File: src/rtl/waveform_renderer_pkg.sv
// Shared types and constants for the waveform renderer slice.
//   sample_t   : 12-bit acquisition sample (unsigned, mid-scale = 2048)
//   row_t      : 11-bit screen row
//   PLOT_*     : plot window geometry on screen
//   GRID_PITCH : graticule spacing (must be a power of two)
//   LATENCY    : pix_en cycles from hcount/vcount to every output
//   sat_shift  : clamps the vertical scale shift to MAX_SHIFT
package waveform_renderer_pkg;

    typedef logic [11:0] sample_t;
    typedef logic [10:0] row_t;

    localparam int PLOT_X0    = 128;
    localparam int PLOT_Y0    = 128;
    localparam int PLOT_W     = 768;
    localparam int PLOT_H     = 512;
    localparam int GRID_PITCH = 64;
    localparam int SAMPLE_MID = 2048;
    localparam int MAX_SHIFT  = 11;
    localparam int LATENCY    = 3;

    function automatic logic [3:0] sat_shift(input logic [3:0] s);
        return (s > 4'(MAX_SHIFT)) ? 4'(MAX_SHIFT) : s;
    endfunction

endpackage

File: src/rtl/waveform_renderer_if.sv
// Bus between the video timing / sample RAM side and the renderer.
//   master : timing generator + RAM + acquisition (drives timing, cfg, dout)
//   slave  : renderer (drives r_addr and the per-pixel flags / delayed syncs)
// Transfer rule: there is no valid/ready pair. A pixel (hcount, vcount, syncs,
// active_in, frame_start) is taken on a rising clk edge only when pix_en is 1;
// when pix_en is 0 nothing moves anywhere. dout is combinational from r_addr.
interface waveform_renderer_if;
    import waveform_renderer_pkg::*;

    logic        pix_en;
    logic [10:0] hcount;
    logic [10:0] vcount;
    logic        hsync_in;
    logic        vsync_in;
    logic        active_in;
    logic        frame_start;
    logic [3:0]  shift_cfg;
    logic [11:0] offset_cfg;
    sample_t     dout;
    sample_t     v_max;
    sample_t     v_min;
    logic [10:0] r_addr;
    logic        trace_on;
    logic        grid_on;
    logic        marker_on;
    logic        hsync_out;
    logic        vsync_out;
    logic        active_out;

    modport master (
        output pix_en, hcount, vcount, hsync_in, vsync_in, active_in, frame_start,
        output shift_cfg, offset_cfg, dout, v_max, v_min,
        input  r_addr, trace_on, grid_on, marker_on, hsync_out, vsync_out, active_out
    );

    modport slave (
        input  pix_en, hcount, vcount, hsync_in, vsync_in, active_in, frame_start,
        input  shift_cfg, offset_cfg, dout, v_max, v_min,
        output r_addr, trace_on, grid_on, marker_on, hsync_out, vsync_out, active_out
    );
endinterface

File: src/rtl/waveform_renderer_sample_to_row.sv
// Combinational sample -> screen row conversion.
//   sample_i : 12-bit unsigned sample
//   shift_i  : vertical scale (arithmetic right shift), already saturated
//   offset_i : signed vertical offset in sample LSBs
//   row_o    : screen row, clamped to the plot window
// Larger samples sit higher on screen, hence the subtraction from the centre.
module waveform_renderer_sample_to_row
    import waveform_renderer_pkg::*;
(
    input  sample_t     sample_i,
    input  logic [3:0]  shift_i,
    input  logic [11:0] offset_i,
    output row_t        row_o
);
    localparam logic signed [13:0] MID    = 14'(SAMPLE_MID);
    localparam logic signed [13:0] CENTRE = 14'(PLOT_Y0 + PLOT_H / 2);
    localparam logic signed [13:0] ROW_LO = 14'(PLOT_Y0);
    localparam logic signed [13:0] ROW_HI = 14'(PLOT_Y0 + PLOT_H - 1);

    logic signed [13:0] centred;
    logic signed [13:0] scaled;
    logic signed [13:0] row_raw;

    always_comb begin
        // 14 bits covers -4096..4094 after offset and 384-scaled afterwards.
        centred = $signed({2'b00, sample_i}) - MID + $signed({{2{offset_i[11]}}, offset_i});
        scaled  = centred >>> shift_i;
        row_raw = CENTRE - scaled;
        if (row_raw < ROW_LO) begin
            row_o = row_t'(ROW_LO);
        end else if (row_raw > ROW_HI) begin
            row_o = row_t'(ROW_HI);
        end else begin
            row_o = row_raw[10:0];
        end
    end
endmodule

File: src/rtl/waveform_renderer.sv
// On-the-fly oscilloscope trace renderer, three pix_en-qualified stages:
//   S0: decode hcount/vcount, register RAM address and window/grid flags
//   S1: convert RAM data (and v_max/v_min) to screen rows
//   S2: vertical fill against the previous column, register output flags
// Ports:
//   clk   : system clock
//   reset : asynchronous, active-low
//   bus   : waveform_renderer_if.slave (timing in, cfg, RAM, flags/syncs out)
module waveform_renderer
    import waveform_renderer_pkg::*;
(
    input  logic clk,
    input  logic reset,
    waveform_renderer_if.slave bus
);
    localparam logic [10:0] X_FIRST  = 11'(PLOT_X0);
    localparam logic [10:0] X_END    = 11'(PLOT_X0 + PLOT_W);
    localparam logic [10:0] Y_FIRST  = 11'(PLOT_Y0);
    localparam logic [10:0] Y_END    = 11'(PLOT_Y0 + PLOT_H);
    localparam logic [10:0] COL_LAST = 11'(PLOT_W - 1);
    localparam logic [10:0] ROW_LAST = 11'(PLOT_H - 1);
    localparam logic [10:0] PITCH_M  = 11'(GRID_PITCH - 1);
    localparam row_t        CENTRE   = row_t'(PLOT_Y0 + PLOT_H / 2);

    // S0 decode
    logic [10:0] col, yoff;
    logic        col_ok, row_ok, x_grid, y_grid;

    always_comb begin
        col    = bus.hcount - X_FIRST;
        yoff   = bus.vcount - Y_FIRST;
        col_ok = (bus.hcount >= X_FIRST) && (bus.hcount < X_END);
        row_ok = (bus.vcount >= Y_FIRST) && (bus.vcount < Y_END);
        // Border column/row on the far side is not on the pitch, add it explicitly.
        x_grid = ((col & PITCH_M) == 11'd0) || (col == COL_LAST);
        y_grid = ((yoff & PITCH_M) == 11'd0) || (yoff == ROW_LAST);
    end

    // Pipeline and configuration state
    logic [10:0]        r_addr_q;
    logic               plot0_q, col0_0_q, grid0_q;
    row_t               vcnt0_q;
    logic [LATENCY-1:0] hs_q, vs_q, act_q;
    logic               fs0_q;
    logic [3:0]         pend_shift_q, shift_q;
    logic [11:0]        pend_off_q, off_q;
    sample_t            pend_vmax_q, pend_vmin_q, vmax_q, vmin_q;
    row_t               row1_q, vcnt1_q, max_row1_q, min_row1_q;
    logic               plot1_q, col0_1_q, grid1_q;
    row_t               prev_row_q;
    logic               trace_q, grid_q, marker_q;

    // S1 conversions, all from the live shadows
    row_t trace_row, max_row, min_row;

    waveform_renderer_sample_to_row u_trace (
        .sample_i (bus.dout), .shift_i (shift_q), .offset_i (off_q), .row_o (trace_row)
    );
    waveform_renderer_sample_to_row u_vmax (
        .sample_i (vmax_q), .shift_i (shift_q), .offset_i (off_q), .row_o (max_row)
    );
    waveform_renderer_sample_to_row u_vmin (
        .sample_i (vmin_q), .shift_i (shift_q), .offset_i (off_q), .row_o (min_row)
    );

    // S2 fill window: column 0 uses its own row so no line joins across scanlines.
    row_t prev_sel, lo_row, hi_row;
    logic vis, trace_d, grid_d, marker_d;

    always_comb begin
        prev_sel = col0_1_q ? row1_q : prev_row_q;
        lo_row   = (prev_sel < row1_q) ? prev_sel : row1_q;
        hi_row   = (prev_sel < row1_q) ? row1_q : prev_sel;
        vis      = plot1_q && act_q[1];
        trace_d  = vis && (vcnt1_q >= lo_row) && (vcnt1_q <= hi_row);
        grid_d   = vis && grid1_q;
        marker_d = vis && ((vcnt1_q == max_row1_q) || (vcnt1_q == min_row1_q));
    end

    always_ff @(posedge clk or negedge reset) begin
        if (!reset) begin
            r_addr_q     <= '0;
            plot0_q      <= 1'b0;
            col0_0_q     <= 1'b0;
            grid0_q      <= 1'b0;
            vcnt0_q      <= '0;
            hs_q         <= '0;
            vs_q         <= '0;
            act_q        <= '0;
            fs0_q        <= 1'b0;
            pend_shift_q <= 4'd3;
            pend_off_q   <= '0;
            pend_vmax_q  <= sample_t'(SAMPLE_MID);
            pend_vmin_q  <= sample_t'(SAMPLE_MID);
            shift_q      <= 4'd3;
            off_q        <= '0;
            vmax_q       <= sample_t'(SAMPLE_MID);
            vmin_q       <= sample_t'(SAMPLE_MID);
            row1_q       <= CENTRE;
            vcnt1_q      <= '0;
            max_row1_q   <= CENTRE;
            min_row1_q   <= CENTRE;
            plot1_q      <= 1'b0;
            col0_1_q     <= 1'b0;
            grid1_q      <= 1'b0;
            prev_row_q   <= CENTRE;
            trace_q      <= 1'b0;
            grid_q       <= 1'b0;
            marker_q     <= 1'b0;
        end else if (bus.pix_en) begin
            // S0
            r_addr_q <= col_ok ? col : 11'd0;
            plot0_q  <= col_ok && row_ok;
            col0_0_q <= col_ok && (col == 11'd0);
            grid0_q  <= x_grid || y_grid;
            vcnt0_q  <= bus.vcount;
            hs_q     <= {hs_q[LATENCY-2:0], bus.hsync_in};
            vs_q     <= {vs_q[LATENCY-2:0], bus.vsync_in};
            act_q    <= {act_q[LATENCY-2:0], bus.active_in};
            // Cfg is captured with the frame_start pixel but only lands in the
            // shadows one stage later, so that pixel still converts with the old
            // cfg and the very next pixel sees the new one.
            fs0_q <= bus.frame_start;
            if (bus.frame_start) begin
                pend_shift_q <= sat_shift(bus.shift_cfg);
                pend_off_q   <= bus.offset_cfg;
                pend_vmax_q  <= bus.v_max;
                pend_vmin_q  <= bus.v_min;
            end
            if (fs0_q) begin
                shift_q <= pend_shift_q;
                off_q   <= pend_off_q;
                vmax_q  <= pend_vmax_q;
                vmin_q  <= pend_vmin_q;
            end
            // S1 (marker rows travel with the pixel so cfg switches stay aligned)
            row1_q     <= trace_row;
            vcnt1_q    <= vcnt0_q;
            max_row1_q <= max_row;
            min_row1_q <= min_row;
            plot1_q    <= plot0_q;
            col0_1_q   <= col0_0_q;
            grid1_q    <= grid0_q;
            // S2
            prev_row_q <= row1_q;
            trace_q    <= trace_d;
            grid_q     <= grid_d;
            marker_q   <= marker_d;
        end
    end

    assign bus.r_addr     = r_addr_q;
    assign bus.trace_on   = trace_q;
    assign bus.grid_on    = grid_q;
    assign bus.marker_on  = marker_q;
    assign bus.hsync_out  = hs_q[LATENCY-1];
    assign bus.vsync_out  = vs_q[LATENCY-1];
    assign bus.active_out = act_q[LATENCY-1];
endmodule

File: src/flat_wrapper.sv
// flat-port wrapper written by rule: the top's interface ports become plain ports
module waveform_renderer_flat import waveform_renderer_pkg::*;
  (clk, reset, bus_pix_en, bus_hcount, bus_vcount, bus_hsync_in, bus_vsync_in, bus_active_in, bus_frame_start, bus_shift_cfg, bus_offset_cfg, bus_dout, bus_v_max, bus_v_min, bus_r_addr, bus_trace_on, bus_grid_on, bus_marker_on, bus_hsync_out, bus_vsync_out, bus_active_out);
  waveform_renderer_if bus_i ();
  input  logic clk;
  input  logic reset;
  input wire logic [$bits(bus_i.pix_en)-1:0] bus_pix_en;
  input wire logic [$bits(bus_i.hcount)-1:0] bus_hcount;
  input wire logic [$bits(bus_i.vcount)-1:0] bus_vcount;
  input wire logic [$bits(bus_i.hsync_in)-1:0] bus_hsync_in;
  input wire logic [$bits(bus_i.vsync_in)-1:0] bus_vsync_in;
  input wire logic [$bits(bus_i.active_in)-1:0] bus_active_in;
  input wire logic [$bits(bus_i.frame_start)-1:0] bus_frame_start;
  input wire logic [$bits(bus_i.shift_cfg)-1:0] bus_shift_cfg;
  input wire logic [$bits(bus_i.offset_cfg)-1:0] bus_offset_cfg;
  input wire logic [$bits(bus_i.dout)-1:0] bus_dout;
  input wire logic [$bits(bus_i.v_max)-1:0] bus_v_max;
  input wire logic [$bits(bus_i.v_min)-1:0] bus_v_min;
  output wire logic [$bits(bus_i.r_addr)-1:0] bus_r_addr;
  output wire logic [$bits(bus_i.trace_on)-1:0] bus_trace_on;
  output wire logic [$bits(bus_i.grid_on)-1:0] bus_grid_on;
  output wire logic [$bits(bus_i.marker_on)-1:0] bus_marker_on;
  output wire logic [$bits(bus_i.hsync_out)-1:0] bus_hsync_out;
  output wire logic [$bits(bus_i.vsync_out)-1:0] bus_vsync_out;
  output wire logic [$bits(bus_i.active_out)-1:0] bus_active_out;
  assign bus_i.pix_en = bus_pix_en;
  assign bus_i.hcount = bus_hcount;
  assign bus_i.vcount = bus_vcount;
  assign bus_i.hsync_in = bus_hsync_in;
  assign bus_i.vsync_in = bus_vsync_in;
  assign bus_i.active_in = bus_active_in;
  assign bus_i.frame_start = bus_frame_start;
  assign bus_i.shift_cfg = bus_shift_cfg;
  assign bus_i.offset_cfg = bus_offset_cfg;
  assign bus_i.dout = bus_dout;
  assign bus_i.v_max = bus_v_max;
  assign bus_i.v_min = bus_v_min;
  assign bus_r_addr = bus_i.r_addr;
  assign bus_trace_on = bus_i.trace_on;
  assign bus_grid_on = bus_i.grid_on;
  assign bus_marker_on = bus_i.marker_on;
  assign bus_hsync_out = bus_i.hsync_out;
  assign bus_vsync_out = bus_i.vsync_out;
  assign bus_active_out = bus_i.active_out;
  waveform_renderer u_core (.clk(clk), .reset(reset), .bus(bus_i));
endmodule
File: config.mk
export PLATFORM = sky130hd
export DESIGN_NAME = waveform_renderer_flat
export DESIGN_NICKNAME = d
export VERILOG_FILES = /design/src/rtl/waveform_renderer_pkg.sv /design/src/rtl/waveform_renderer_if.sv /design/src/rtl/waveform_renderer_sample_to_row.sv /design/src/rtl/waveform_renderer.sv /design/src/flat_wrapper.sv
export SDC_FILE = /design/constraint.sdc
export NUM_CORES = 1
export LEC_CHECK = 0
export CORE_MARGIN = 1.5
export CORE_UTILIZATION = 55
export DETAILED_ROUTE_END_ITERATION = 10
export GPL_TIMING_DRIVEN = 1
export HOLD_SLACK_MARGIN = 0.05
export PLACE_DENSITY = 0.79
export SETUP_SLACK_MARGIN = 0.4
export SLEW_MARGIN = 40
export SYNTH_ARGS = -nofsm -noshare
export SYNTH_HDL_FRONTEND = slang
export SYNTH_SLANG_ARGS = --single-unit
File: constraint.sdc
create_clock -name clk -period 8.96 [get_ports clk]
set_input_delay 1.792 -clock clk [delete_from_list [all_inputs] [get_ports clk]]
set_output_delay 1.792 -clock clk [all_outputs]
set_load 0.01 [all_outputs]
Word level (Yosys, flattened, before mapping). Index checks and enable logic that the tools add are counted.

Input bits: 81. Latch bits: 0. Register bits: 176. Memories: 0. RAM bits: 0. Memory bits (read-only): 0.

Shifts and indexed selects: 3. Reduce and logical (&&, ||, !) cells: 18. Multiplexer cells: 11. Bitwise logic cells: 0. Divide/modulo/power cells: 0. Equal/unequal tests: 4. Magnitude comparators: 14. $add $sub $neg: 11. Multipliers: 0.

Operators with widths (number): $mux W11 (10); $add A13 B12 Y14 (3); $gt A14 B11 Y1 const B (3); $lt A14 B9 Y1 const B (3); $sshr A14 B4 Y14 (3); $sub A10 B14 Y14 const A (3); $sub A12 B12 Y13 const B (3); $logic_not A11 Y1 (3); $eq A11 B11 Y1 (2); $ge A11 B8 Y1 const B (2); $lt A11 B10 Y1 const B (2); $sub A11 B8 Y11 const B (2); $eq A11 B10 Y1 const B (1); $eq A11 B9 Y1 const B (1); $ge A11 B11 Y1 (1); $le A11 B11 Y1 (1); $lt A11 B11 Y1 (1); $logic_and A1 B1 Y1 (9); $gt A4 B4 Y1 const B (1); $logic_or A1 B1 Y1 (4); $mux W4 (1); $reduce_and A2 Y1 (2).

Longest topological paths before layout. Gate-level depths: netlist of the first run.

Depth in word-level cells: 7. Gate-level depth with buffers: 28. Gate-level depth less buffers: 26.

Cells and area by module. A second synthesis of the first run with hierarchy kept.

Cell total of the unflattened synthesis: 1647. Area, all modules: 15212.1 um^2.

Modules (own cells, without submodules): waveform_renderer (cells each 604, times used 1, area each 8091.5 um^2, sequential area each 4424.2 um^2); waveform_renderer_sample_to_row at u_core.u_vmax ... (cells each 357, times used 2, area each 2447.3 um^2, sequential area each 0.0 um^2); waveform_renderer_sample_to_row at u_core.u_trace (cells each 329, times used 1, area each 2225.9 um^2, sequential area each 0.0 um^2).

Worst setup path before layout of the first run. OpenSTA, ideal clock, no wires.

Kind: input -> register. Start: in bus_dout[0]. End: reg u_core.row1_q[1]. Buffers on the path: 0. Stages: 18. Path slack: 2793 ps. Data required time: 8813 ps. Arrival: 6020 ps. Setup time: 147 ps. Cells stage by stage: ha_1 > fa_1 > a21o_1 > a221oi_1 > xnor2_1 > a32o_1 > a211o_1 > a221o_1 > a21o_1 > inv_1 > ha_1 > o311ai_0 > nor3b_1 > nand3_1 > o211ai_2 > nand3_1 > o31ai_2 > o22ai_1.

Cells in the longest elaborated chain, start to end: 7. Elaborated cells on any way between the ends: 8. Classes of those cells: add/sub (3); order compare (2); shift (1); mux (2).

RTL lines: from (decl) (line flat_wrapper.sv:16) `input wire logic [$bits(bus_i.dout)-1:0] bus_dout;`; $sub A12 B12 Y13 (*) (line waveform_renderer_sample_to_row.sv:26) `centred = $signed({2'b00, sample_i}) - MID + $signed({{2{offset_i[11]}}, offset_i});`; $add A13 B12 Y14 (*) (line waveform_renderer_sample_to_row.sv:26); $sshr A14 B4 Y14 (*) (line waveform_renderer_sample_to_row.sv:27) `scaled = centred >>> shift_i;`; $sub A10 B14 Y14 (*) (line waveform_renderer_sample_to_row.sv:28) `row_raw = CENTRE - scaled;`; $gt A14 B11 Y1 (line waveform_renderer_sample_to_row.sv:31) `end else if (row_raw > ROW_HI) begin`; $mux W11 (line waveform_renderer_sample_to_row.sv:31); $mux W11 (*) (line waveform_renderer_sample_to_row.sv:29) `if (row_raw < ROW_LO) begin`; to (signal assigned) (line waveform_renderer.sv:137) `row1_q <= trace_row;`; to (decl) (line waveform_renderer.sv:48) `row_t row1_q, vcnt1_q, max_row1_q, min_row1_q;`.

Every way passes the cells marked *; elsewhere a longest branch is shown, timed or not. A chain may end at the register's enable or synchronous reset.

Final worst setup path of the first run.
Start: in bus_dout[0]. End: reg u_core.row1_q[5].

The elaborated chain is that of the path after synthesis.

==> metrics.txt, run 1 <==
GRT overflow=0; arrival time at the worst endpoint=7.23 ns; clk buf depth=2; YS warnings=0; number of global-route vias before repair=approximately 12000; initial antenna violation count=0; drt first pass iters=9; Clock Skews=between 0.01 and 0.015 ns; layout cells sized above 1=16.1%; Area growth syn-to-layout=13.3%; Final nets=~1700; Setup crit end=u_core.row1_q[5]; Mapped Area=~0.014 mm2; Starting Density=between 50 and 60%; startpoint types=primary input; Tightest Pin Transition=0.901 ns; post-cts sizing count=0; share of the synthesized area in the top cell type=29.0%; min cycle time layout=6.95 ns; row count=57; drt total wl=between 40 and 50 mm; initial drt markers=1112; Yosys cell types=94; final RePlAce weighted congestion=between 0.9 and 1; Routed wire per std cell=roughly 21 um; htree depth=4; cell family with most CP delay=compound AO/OA/AOI/OAI gates; Clock Sinks=176; Worst Path Required=around 9.2 ns; Max IR drop VDD=0.000221 V; TritonCTS buffer count=17; Final HPWL DP=between 20 and 30 mm; hold_buf cts=0; Net Switching=slightly above 0.003 W; FF/Latch Area=between 0.004 and 0.005 mm2; number of antenna diodes=0; Max Cap Viol=0; Total GRT Usage=between 30% and 40%; Final Setup Violations=0; commonest cells after routing, fill and taps aside=160 x dfrtp_1, 134 x mux2_2, 124 x nand2_1, 95 x clkdlybuf4s50_1, 77 x a21oi_1; RSZ-0062 raised after global routing=false; Worst R2R Start=u_core.off_q[0]; Multi-input gate area=~0.0089 mm2; CP Depth=19; CTS tree=yes; die height=between 150 and 200 um; root buffer selected by CTS=clkbuf_16; Area contributors post-synth=dfrtp_1 29%, mux2_2 11%, ha_1 6.9%; Fillers=around 2000; Yosys top cell by area=dfrtp_1; status=finished clean; critical-path maximum fanout=7; flops & latches, synth=roughly 180; Power Dens Cells=389 mW/mm2; Worst setup EP type=flop; Setup crit start=bus_dout[0]; Seq pwr share=between 10% and 20%; CP peak stage delay=between 0.5 and 0.6 ns; Mapped Cells=between 1000 and 1500; relative slew slack=between 30% and 40%; clock share of power=12.7%; drt drc=0; clock network latency to the later pin of the worst-skew pair=around 0.45 ns; Combinational Power Share=67.9%; die area=roughly 0.026 mm2; cells along the critical path=clkdlybuf4s50_1 > ha_1 > fa_1 > a21o_1 > a221oi_1 > xnor2_1 > a32o_1 > a211o_1 > a221o_1 > a21o_1 > inv_1 > ha_1 > o311ai_0 > nor3b_1 > nand3_1 > o211ai_2 > nand3_1 > o31ai_2 > o22ai_1; Max Freq=~0.14 GHz; Register-to-Register Path Depth=18; post-route clock period utilization=77.6%; Clock transition at path regs=0.07 ns; Int Pwr=between 0.003 and 0.004 W; WS Path Type=in2reg; largest net degree at the start of global routing=between 80 and 90; Slowest cell on crit path=nor3b_1; final cell count without fillers=roughly 1900; vias=~13000; first-pass GRT wire length=65.3 mm; ANT nets after route=0; register area share after synthesis=between 30% and 40%; Synth Flop Type=dfrtp_1; min-delay worst type=reg2reg; Lkg Pwr=about 6.4 nW; setup TNS=0 ns; R2R setup slack=3.19 ns; Synth Area per Inst=9.30 um2; Die Span X=161 um; port bufs=97; post-placement worst setup slack=between 1.5 and 2 ns; Setup Fix Bufs, Post-CTS=0; Final Hold Fails=0; async set or reset register ratio after synthesis=100%; I/O pin total=slightly below 100; syn nets=1644; PnR worst setup slack=2.01 ns; Vias per Instance=6.68; Sw Ratio=between 50% and 60%; core area=between 0.02 and 0.025 mm2; dpl cells=~1800; Slew Limit Fails=0; WP buf/inv=2; commonest non-fill, non-tap cell in the layout=dfrtp_1; worst r2r dst=u_core.row1_q[5]; Post-synth EDFFs=0
-- area by class of cell --
type                       instances  area share [%]
sequential                       176            28.3
timing repair buffer             114            7.08
multi-input combinational       1189            57.2
inverter                          45            1.08
clock inverter                    14            1.08
tap                              324            2.59
clock buffer                      18            2.74
-- Yosys cell counts, types with 27 or more instances --
library cell / number
nor2_1: 77
nor3_1: 38
clkbuf_1: 62
nand3_1: 39
inv_1: 44
nand2_1: 126
dfrtp_1: 160
xnor2_1: 46
mux2_2: 134
nand4_1: 27
o21ai_0: 70
a21oi_1: 77
a21o_1: 35
a211oi_1: 29
ha_1: 76
-- metal layers --
layer	part of all wire (%)	global-route usage, %	up-vias
met1	43	41.1	6058
li1	-	-	5845
met5	0	0	-
met2	47	52.7	553
met3	6.7	5.11	102
met4	3.3	12.3	0
-- worst min path at each step --
| stage | startpoint | cells after the start | endpoint |
|---|---|---|---|
| finish | u_core.pend_shift_q[1] | 2 | u_core.pend_shift_q[1] |
| global route | u_core.bus.r_addr[6] | 1 | u_core.bus.r_addr[6] |
| CTS | u_core.pend_shift_q[1] | 2 | u_core.pend_shift_q[1] |
| detailed placement | u_core.bus.r_addr[9] | 2 | u_core.bus.r_addr[9] |
| global placement | u_core.col0_0_q | 2 | u_core.col0_0_q |
| floorplan | u_core.col0_0_q | 2 | u_core.col0_0_q |
-- power groups by stage --
| stage | registers, W | clock network [W] | logic, W |
|---|---|---|---|
| 2_1_floorplan | 0.00112 | 0 | 0.00308 |
| 3_3_place_gp | 0.00119 | 0 | 0.00392 |
| 3_5_place_dp | 0.00120 | 0 | 0.00400 |
| 5_1_grt | 0.00121 | 0.000817 | 0.00452 |
| 4_1_cts | 0.00118 | 0.000781 | 0.00404 |
| 6_report | 0.00119 | 0.000772 | 0.00413 |
-- cells by family after synthesis --
kind of cell    after synthesis  synth area share (%)
compound gates              478                  25.1
xor+xnor                     56                  3.55
fa+ha+maj                    79                  7.32
buf+inv                     119                  3.34
flops                       176                  32.0
mux                         161                  13.6
simple gates                415                  15.0
-- sequential cells by signal, indices dropped and copies added (netlist names), 3 cells and up --
signal and cells:
u_core.vcnt1_q 11, u_core.shift_q 4, u_core.vs_q 3, u_core.act_q 3, u_core.bus.r_addr 11, u_core.vmax_q 12, u_core.pend_shift_q 4, u_core.row1_q 11
u_core.min_row1_q 11, u_core.off_q 12, u_core.prev_row_q 11, u_core.pend_vmin_q 12, u_core.pend_off_q 12, u_core.vcnt0_q 11, u_core.max_row1_q 11, u_core.pend_vmax_q 12
u_core.vmin_q 12, u_core.hs_q 3
-- worst register-to-register path, delay by kind of cell (launching register included) --
family | cells | cell delay [ns]
adder cells (fa/ha/maj) | 3 | 0.88
XOR/XNOR | 1 | 0.25
AND/OR/NAND/NOR | 3 | 0.98
AO/OA/AOI/OAI | 10 | 2.93
buffers and inverters | 1 | 0.06
flip-flops | 1 | 0.51
-- through the flow --
stage	hold WS [ns]	cell area, um2	utilization (%)	power (W)
2_1_floorplan	0.441	13800	-	0.00420
3_3_place_gp	0.461	15000	61.4	0.00511
3_5_place_dp	0.470	15000	61.5	0.00519
4_1_cts	0.485	15600	63.9	0.00600
5_1_grt	0.501	15600	64.0	0.00655
6_report	0.481	15600	64.0	0.00609
No activity file was read; power rests on OpenSTA's default activity.
==> run 2: changes to the inputs <==
==> constraint.sdc (replaced) <==
create_clock -name clk -period 7.14 [get_ports clk]
set_input_delay 1.428 -clock clk [delete_from_list [all_inputs] [get_ports clk]]
set_output_delay 1.428 -clock clk [all_outputs]
set_load 0.01 [all_outputs]
==> run 2 against run 1 <==
Global-route usage rose by 0.19 points. Clock skew up 0.0026 ns. First-iteration DRC count grew 4.8%. Core utilization is 0.42 points higher. Worst setup slack worse by 1.3 ns. Via count rose by 0.57%. Critical path depth unchanged. Non-clock buffer count up 2. Worst hold slack barely moved. Clock power is 37% higher. Sequential cell count unchanged. Critical endpoint unchanged. Highest routed layer unchanged.
==> metrics.txt, run 2 (synthesis results as in run 1) <==
initial drt markers=1165 (+4.8%); Seq pwr share=19.4% (about the same); dpl cells=1848 (unchanged); drt drc=0 (unchanged); Total GRT Usage=31.8% (+0.19 points); post-route clock period utilization=between 90% and 100%; root buffer selected by CTS=clkbuf_16; row count=57 (unchanged); Worst Path Required=7.41 ns (-1.83 ns); Die Span X=161 um (unchanged); Power Dens Cells=493 mW/mm2 (+27%); number of global-route vias before repair=12400 (+0.49%); die height=161 um (unchanged); clock network latency to the later pin of the worst-skew pair=0.44 ns (about the same); first-pass GRT wire length=65.7 mm (+0.58%); core area=0.0245 mm2 (unchanged); drt total wl=40.6 mm (+1.3%); min-delay worst type=reg2reg; CP peak stage delay=0.54 ns (-0.05 ns); vias=12600 (+0.57%); startpoint types=primary input; Final nets=1705 (+0.12%); Setup crit start=bus_dout[0]; Max Cap Viol=0 (unchanged); clk buf depth=2 (unchanged); post-placement worst setup slack=0.190 ns (-1.44 ns); Slowest cell on crit path=o31ai_2; Clock transition at path regs=0.07 ns (about the same); WS Path Type=in2reg; critical-path maximum fanout=7 (unchanged); Starting Density=56.4% (unchanged); cell family with most CP delay=compound AO/OA/AOI/OAI gates; Lkg Pwr=6.48 nW (+0.81%); Register-to-Register Path Depth=27 (+9); Vias per Instance=6.71 (+0.46%); Setup crit end=u_core.row1_q[5]; relative slew slack=41.2% (+1.4 points); worst r2r dst=u_core.bus.trace_on; I/O pin total=98 (unchanged); clock share of power=13.7% (+1.0 points); arrival time at the worst endpoint=6.71 ns (-0.52 ns); Final Setup Violations=0 (unchanged); R2R setup slack=1.38 ns (-1.81 ns); Layout Utilization=64.4% (+0.42 points); Clock Skews=0.0160 ns (+0.00260 ns); die area=0.0261 mm2 (unchanged); Worst R2R Start=u_core.col0_1_q; Slew Limit Fails=0 (unchanged); drt first pass iters=5 (-4); min cycle time layout=6.44 ns; Tightest Pin Transition=0.876 ns (-0.0243 ns); commonest non-fill, non-tap cell in the layout=dfrtp_1; Setup Fix Bufs, Post-CTS=0 (unchanged); PnR worst setup slack=0.701 ns (-1.31 ns); number of antenna diodes=0 (unchanged); htree depth=4 (unchanged); Combinational Power Share=66.9% (-1.0 points); cells along the critical path=clkdlybuf4s50_1 > ha_1 > fa_1 > a21o_1 > a221oi_1 > xnor2_1 > a32o_1 > a211o_1 > a221o_1 > a21o_1 > inv_1 > ha_1 > o311ai_0 > nor3b_2 > nand3_1 > o211ai_2 > nand3_1 > o31ai_2 > o22ai_1; largest net degree at the start of global routing=148 (+68%); Max Freq=roughly 0.16 GHz; commonest cells after routing, fill and taps aside=160 x dfrtp_1, 134 x mux2_2, 125 x nand2_1, 95 x clkdlybuf4s50_1, 77 x a21oi_1; Max IR drop VDD=0.000219 V (-0.99%); Clock Sinks=176 (unchanged); Final HPWL DP=29.9 mm (+0.99%); Sw Ratio=50.0% (-0.33 points); TritonCTS buffer count=17 (unchanged); layout cells sized above 1=16.2% (+0.11 points); Worst setup EP type=flop; GRT overflow=0 (unchanged); ANT nets after route=0 (unchanged); WP buf/inv=2 (unchanged); Net Switching=0.00388 W (+27%); Int Pwr=0.00389 W (+28%); status=finished clean; RSZ-0062 raised after global routing=false; final cell count without fillers=1882 (+0.11%); final RePlAce weighted congestion=0.974 (+1.1%); Fillers=2045 (+0.94%); Final Hold Fails=0 (unchanged); Routed wire per std cell=21.6 um (+1.2%); CTS tree=yes; CP Depth=19 (unchanged); initial antenna violation count=0 (unchanged); Area growth syn-to-layout=14.1%; port bufs=97 (unchanged); setup TNS=0 ns (unchanged)
## run 2: metrics by stage
stage / power (W) / instance area [um2] / hold slack, ns
finish: 0.00776 / 15800 / 0.481
global route: 0.00833 / 15800 / 0.496
CTS: 0.00766 / 15700 / 0.483
detailed placement: 0.00654 / 15000 / 0.467
global placement: 0.00642 / 15000 / 0.461
floorplan: 0.00527 / 13800 / 0.441
## run 2: worst min-delay path, stage by stage, from the launching register on
cell and delay (ns):
dfstp_2 0.37, nand2_1 0.04, o21ai_0 0.06
## run 2: how the worst min path moves through the flow
stage                                 startpoint                      to  slack [ns]  cells after the start
after floorplan                  u_core.col0_0_q         u_core.col0_0_q        0.44                      2
after global placement           u_core.col0_0_q         u_core.col0_0_q        0.46                      2
after detailed placement         u_core.col0_0_q         u_core.col0_0_q        0.47                      2
after CTS                 u_core.pend_shift_q[0]  u_core.pend_shift_q[0]        0.48                      2
after global routing      u_core.pend_shift_q[0]  u_core.pend_shift_q[0]        0.50                      2
final                     u_core.pend_shift_q[0]  u_core.pend_shift_q[0]        0.48                      2
## run 2: repair_timing
item | in CTS | in global routing
gates resized for setup | 0 | 1
setup endpoints to repair | 0 | 7
hold buffers | 0 | 0
## run 2: area by class of cell
cell class                      count  area (um2)  area share (%)
Multi-Input combinational cell   1189        8940            56.8
Sequential cell                   176        4420            28.1
Timing Repair Buffer              116        1150            7.28
Clock buffer                       17         425            2.70
Tap cell                          324         405            2.57
Clock inverter                     15         235            1.49
Inverter                           45         169            1.07
## run 2: power groups by stage
stage,Clock [W],Combinational (W),Sequential (W)
6_report,0.00106,0.00520,0.00150
5_1_grt,0.00112,0.00568,0.00153
4_1_cts,0.00108,0.00509,0.00150
3_5_place_dp,0,0.00503,0.00151
3_3_place_gp,0,0.00492,0.00150
2_1_floorplan,0,0.00387,0.00141
## run 2: layer usage
layer	track usage, %	routed length [um]
met1	41.1	17300
met2	52.2	19000
met3	5.06	2560
met4	14.9	1830
met5	0	0
==> run 3: changes to the inputs <==
--- a/config.mk
+++ b/config.mk
@@ -5,6 +5,7 @@
 export SDC_FILE = /design/constraint.sdc
 export NUM_CORES = 1
 export LEC_CHECK = 0
+export ABC_AREA = 1
 export CORE_MARGIN = 1.5
 export CORE_UTILIZATION = 55
 export DETAILED_ROUTE_END_ITERATION = 10
==> constraint.sdc (replaced) <==
create_clock -name clk -period 6.15 [get_ports clk]
set_input_delay 1.23 -clock clk [delete_from_list [all_inputs] [get_ports clk]]
set_output_delay 1.23 -clock clk [all_outputs]
set_load 0.01 [all_outputs]
==> run 3 against run 2 <==
Clock-buffer cell count unchanged. Die area up 2.0%. Sequential power up 11%. Global-route usage down 4.7 points. Critical endpoint unchanged. Largest power group unchanged.
==> metrics.txt, run 3 <==
number of global-route vias before repair=12800 (+2.9%); Clock Skews=0.0123 ns (-0.00373 ns); port bufs=97 (unchanged); relative slew slack=49.0% (+7.8 points); Final Setup Violations=0 (unchanged); core area=0.0252 mm2 (+2.9%); CTS tree=yes; initial drt markers=936 (-20%); Synth top cells by count=763 x nand2_1, 264 x nand3_1, 194 x inv_1; FF/Latch Area=0.00443 mm2 (about the same); ANT nets after route=0 (unchanged); Max IR drop VDD=0.000228 V (+4.2%); arrival time at the worst endpoint=4.81 ns (-1.90 ns); Worst setup EP type=flop; YS warnings=0 (unchanged); WS Path Type=in2reg; Max Freq=0.223 GHz; Sw Ratio=50.8% (+0.85 points); Final Hold Fails=0 (unchanged); Max Cap Viol=0 (unchanged); TritonCTS buffer count=17 (unchanged); Lkg Pwr=8.36 nW (+29%); Area growth syn-to-layout=12.8%; die height=163 um (+0.98%); drt first pass iters=5 (unchanged); die area=0.0266 mm2 (+2.0%); commonest cells after routing, fill and taps aside=763 x nand2_1, 264 x nand3_1, 193 x inv_1, 160 x dfrtp_1, 95 x clkdlybuf4s50_1; register area share after synthesis=31.4% (-0.63 points); min-delay worst type=reg2reg; vias=13400 (+6.2%); Synth Area per Inst=6.83 um2 (-27%); Tightest Pin Transition=0.764 ns (-0.112 ns); Final HPWL DP=26.3 mm (-12%); clk buf depth=2 (unchanged); first-pass GRT wire length=59.2 mm (-9.9%); Setup Fix Bufs, Post-CTS=0 (unchanged); clock share of power=15.4% (+1.7 points); Multi-input gate area=0.00857 mm2 (-4.2%); drt total wl=34.6 mm (-15%); htree depth=4 (unchanged); syn nets=2223 (+35%); post-cts sizing count=0 (unchanged); post-route clock period utilization=approximately 73%; setup TNS=0 ns (unchanged); async set or reset register ratio after synthesis=100% (unchanged); top-count cell post-synth=nand2_1; Final nets=2283 (+34%); Int Pwr=0.00359 W (-7.6%); Power Dens Cells=459 mW/mm2 (-6.8%); hold_buf cts=0 (unchanged); Seq pwr share=22.8% (+3.4 points); critical-path maximum fanout=7 (unchanged); Yosys top cell by area=dfrtp_1; Vias per Instance=5.44 (-19%); Mapped Area=0.0141 mm2 (+2.0%); final RePlAce weighted congestion=0.901 (-7.4%); Yosys cell types=54 (-43%); Synth Flop Type=dfrtp_1; Worst Path Required=6.47 ns (-0.94 ns); I/O pin total=98 (unchanged); Slew Limit Fails=0 (unchanged); Clock Sinks=176 (unchanged); layout cells sized above 1=11.2% (-5.0 points); commonest non-fill, non-tap cell in the layout=nand2_1; share of the synthesized area in the top cell type=28.4% (-0.57 points); status=finished clean; clock network latency to the later pin of the worst-skew pair=0.44 ns (about the same); Die Span X=163 um (+0.98%); largest net degree at the start of global routing=78 (-47%); Mapped Cells=2063 (+39%); min cycle time layout=roughly 4.5 ns; Clock transition at path regs=0.08 ns (about the same); flops & latches, synth=176 (unchanged); root buffer selected by CTS=clkbuf_16; initial antenna violation count=0 (unchanged); Starting Density=55.9% (-0.51 points); number of antenna diodes=0 (unchanged); RSZ-0062 raised after global routing=false; Worst R2R Start=u_core.shift_q[0]; GRT overflow=0 (unchanged); Area contributors post-synth=dfrtp_1 28%, nand2_1 20%, nand3_1 9.4%; Post-synth EDFFs=0 (unchanged); Net Switching=0.00371 W (-4.5%); post-placement worst setup slack=1.24 ns (+1.05 ns); row count=58 (+1.8%); startpoint types=primary input; Setup crit start=bus_dout[0]; drt drc=0 (unchanged); Combinational Power Share=61.8% (-5.1 points); Routed wire per std cell=14.0 um (-35%); PnR worst setup slack=1.67 ns (+0.967 ns); Fillers=2239 (+9.5%); Total GRT Usage=27.1% (-4.7 points); Worst Hold Launch=u_core.grid0_q
==> run 3: changes by cell type in the layout (fill, tap and decap cells not counted), sizes merged, moves of 20 or more <==
cell | previous run | this run
o21a | 21 | 1
o22ai | 22 | 1
inv | 51 | 215
xnor2 | 46 | 14
nand2 | 126 | 815
a21oi | 77 | 51
mux2 | 134 | 34
nor3 | 40 | 10
o2bb2ai | 26 | 0
nand3 | 39 | 307
a211oi | 33 | 1
a21o | 35 | 4
==> run 3: through the flow <==
step	util (%)	total power, W	area, um2	hold WS, ns	instances
CTS	63.0	0.00729	15900	0.478	2466
detailed placement	60.6	0.00613	15300	0.459	2434
global route	63.1	0.00806	15900	0.490	2466
global placement	60.6	0.00601	15300	0.453	2434
finish	63.1	0.00729	15900	0.477	2466
floorplan	-	0.00517	14100	0.442	2063
==> run 3: final cells by class <==
cell class | instances | share of cell area (%)
Multi-Input combinational cell | 1607 | 54.0
Sequential cell | 176 | 27.9
Timing Repair Buffer | 110 | 6.70
Inverter | 211 | 5.03
Clock buffer | 17 | 2.68
Tap cell | 330 | 2.60
Clock inverter | 15 | 1.16
==> run 3: metal layers <==
layer / track usage, % / share of wire, % / wire [um] / vias up
met3: 2.74 / 3.2 / 1100 / 59
met2: 47.2 / 49 / 17000 / 297
met4: 7.92 / 2.0 / 678 / 0
met1: 35.6 / 46 / 15900 / 6245
met5: 0 / 0 / 0 / -
li1: - / - / - / 6813
==> run 3: critical path, cell delays in order <==
cell             delay [ns]
clkdlybuf4s50_1        0.41
ha_1                   0.24
fa_1                   0.44
nand2_1                0.10
nand3_1                0.14
nand3_2                0.11
nand2_1                0.08
nand2_1                0.11
nand3_1                0.12
nand3_2                0.13
nand2_1                0.07
nand2_2                0.09
nand3_2                0.07
nand2_2                0.14
inv_1                  0.06
ha_1                   0.24
nand2_1                0.10
nor2_2                 0.04
nand2_1                0.09
nand2_2                0.08
nand3_2                0.08
nand2_1                0.06
nor2_1                 0.11
nand3_2                0.15
nand2_4                0.13
nand2_1                0.08
nand2_1                0.07
nand2_1                0.04
==> run 3: cell families after synthesis <==
family / after synthesis / share of synthesized area (%)
flip-flops: 176 / 31.4
AO/OA/AOI/OAI: 182 / 7.37
AND/OR/NAND/NOR: 1270 / 41.0
buffers and inverters: 280 / 7.75
XOR/XNOR: 41 / 2.55
multiplexers: 35 / 2.79
adder cells (fa/ha/maj): 79 / 7.18
==> run 3: power by group through the flow <==
stage	sequential, W	combinational (W)	clock [W]
5_1_grt	0.00169	0.00518	0.00119
3_3_place_gp	0.00167	0.00433	0
2_1_floorplan	0.00156	0.00361	0
6_report	0.00167	0.00451	0.00112
4_1_cts	0.00166	0.00449	0.00114
3_5_place_dp	0.00168	0.00445	0
==> run 3: path summary, 6_finish.rpt <==
path                                          end  slack [ns]  cells past startpoint
setup / recovery                 u_core.row1_q[5]        1.67                     28
hold / removal                     u_core.grid1_q        0.48                      2
setup reg to reg             u_core.max_row1_q[2]        2.17                     20
hold reg to reg                    u_core.grid1_q        0.48                      2
max in group asynchronous  u_core.pend_shift_q[2]        4.17                      2
min in group asynchronous        u_core.vmax_q[5]        0.83                      1
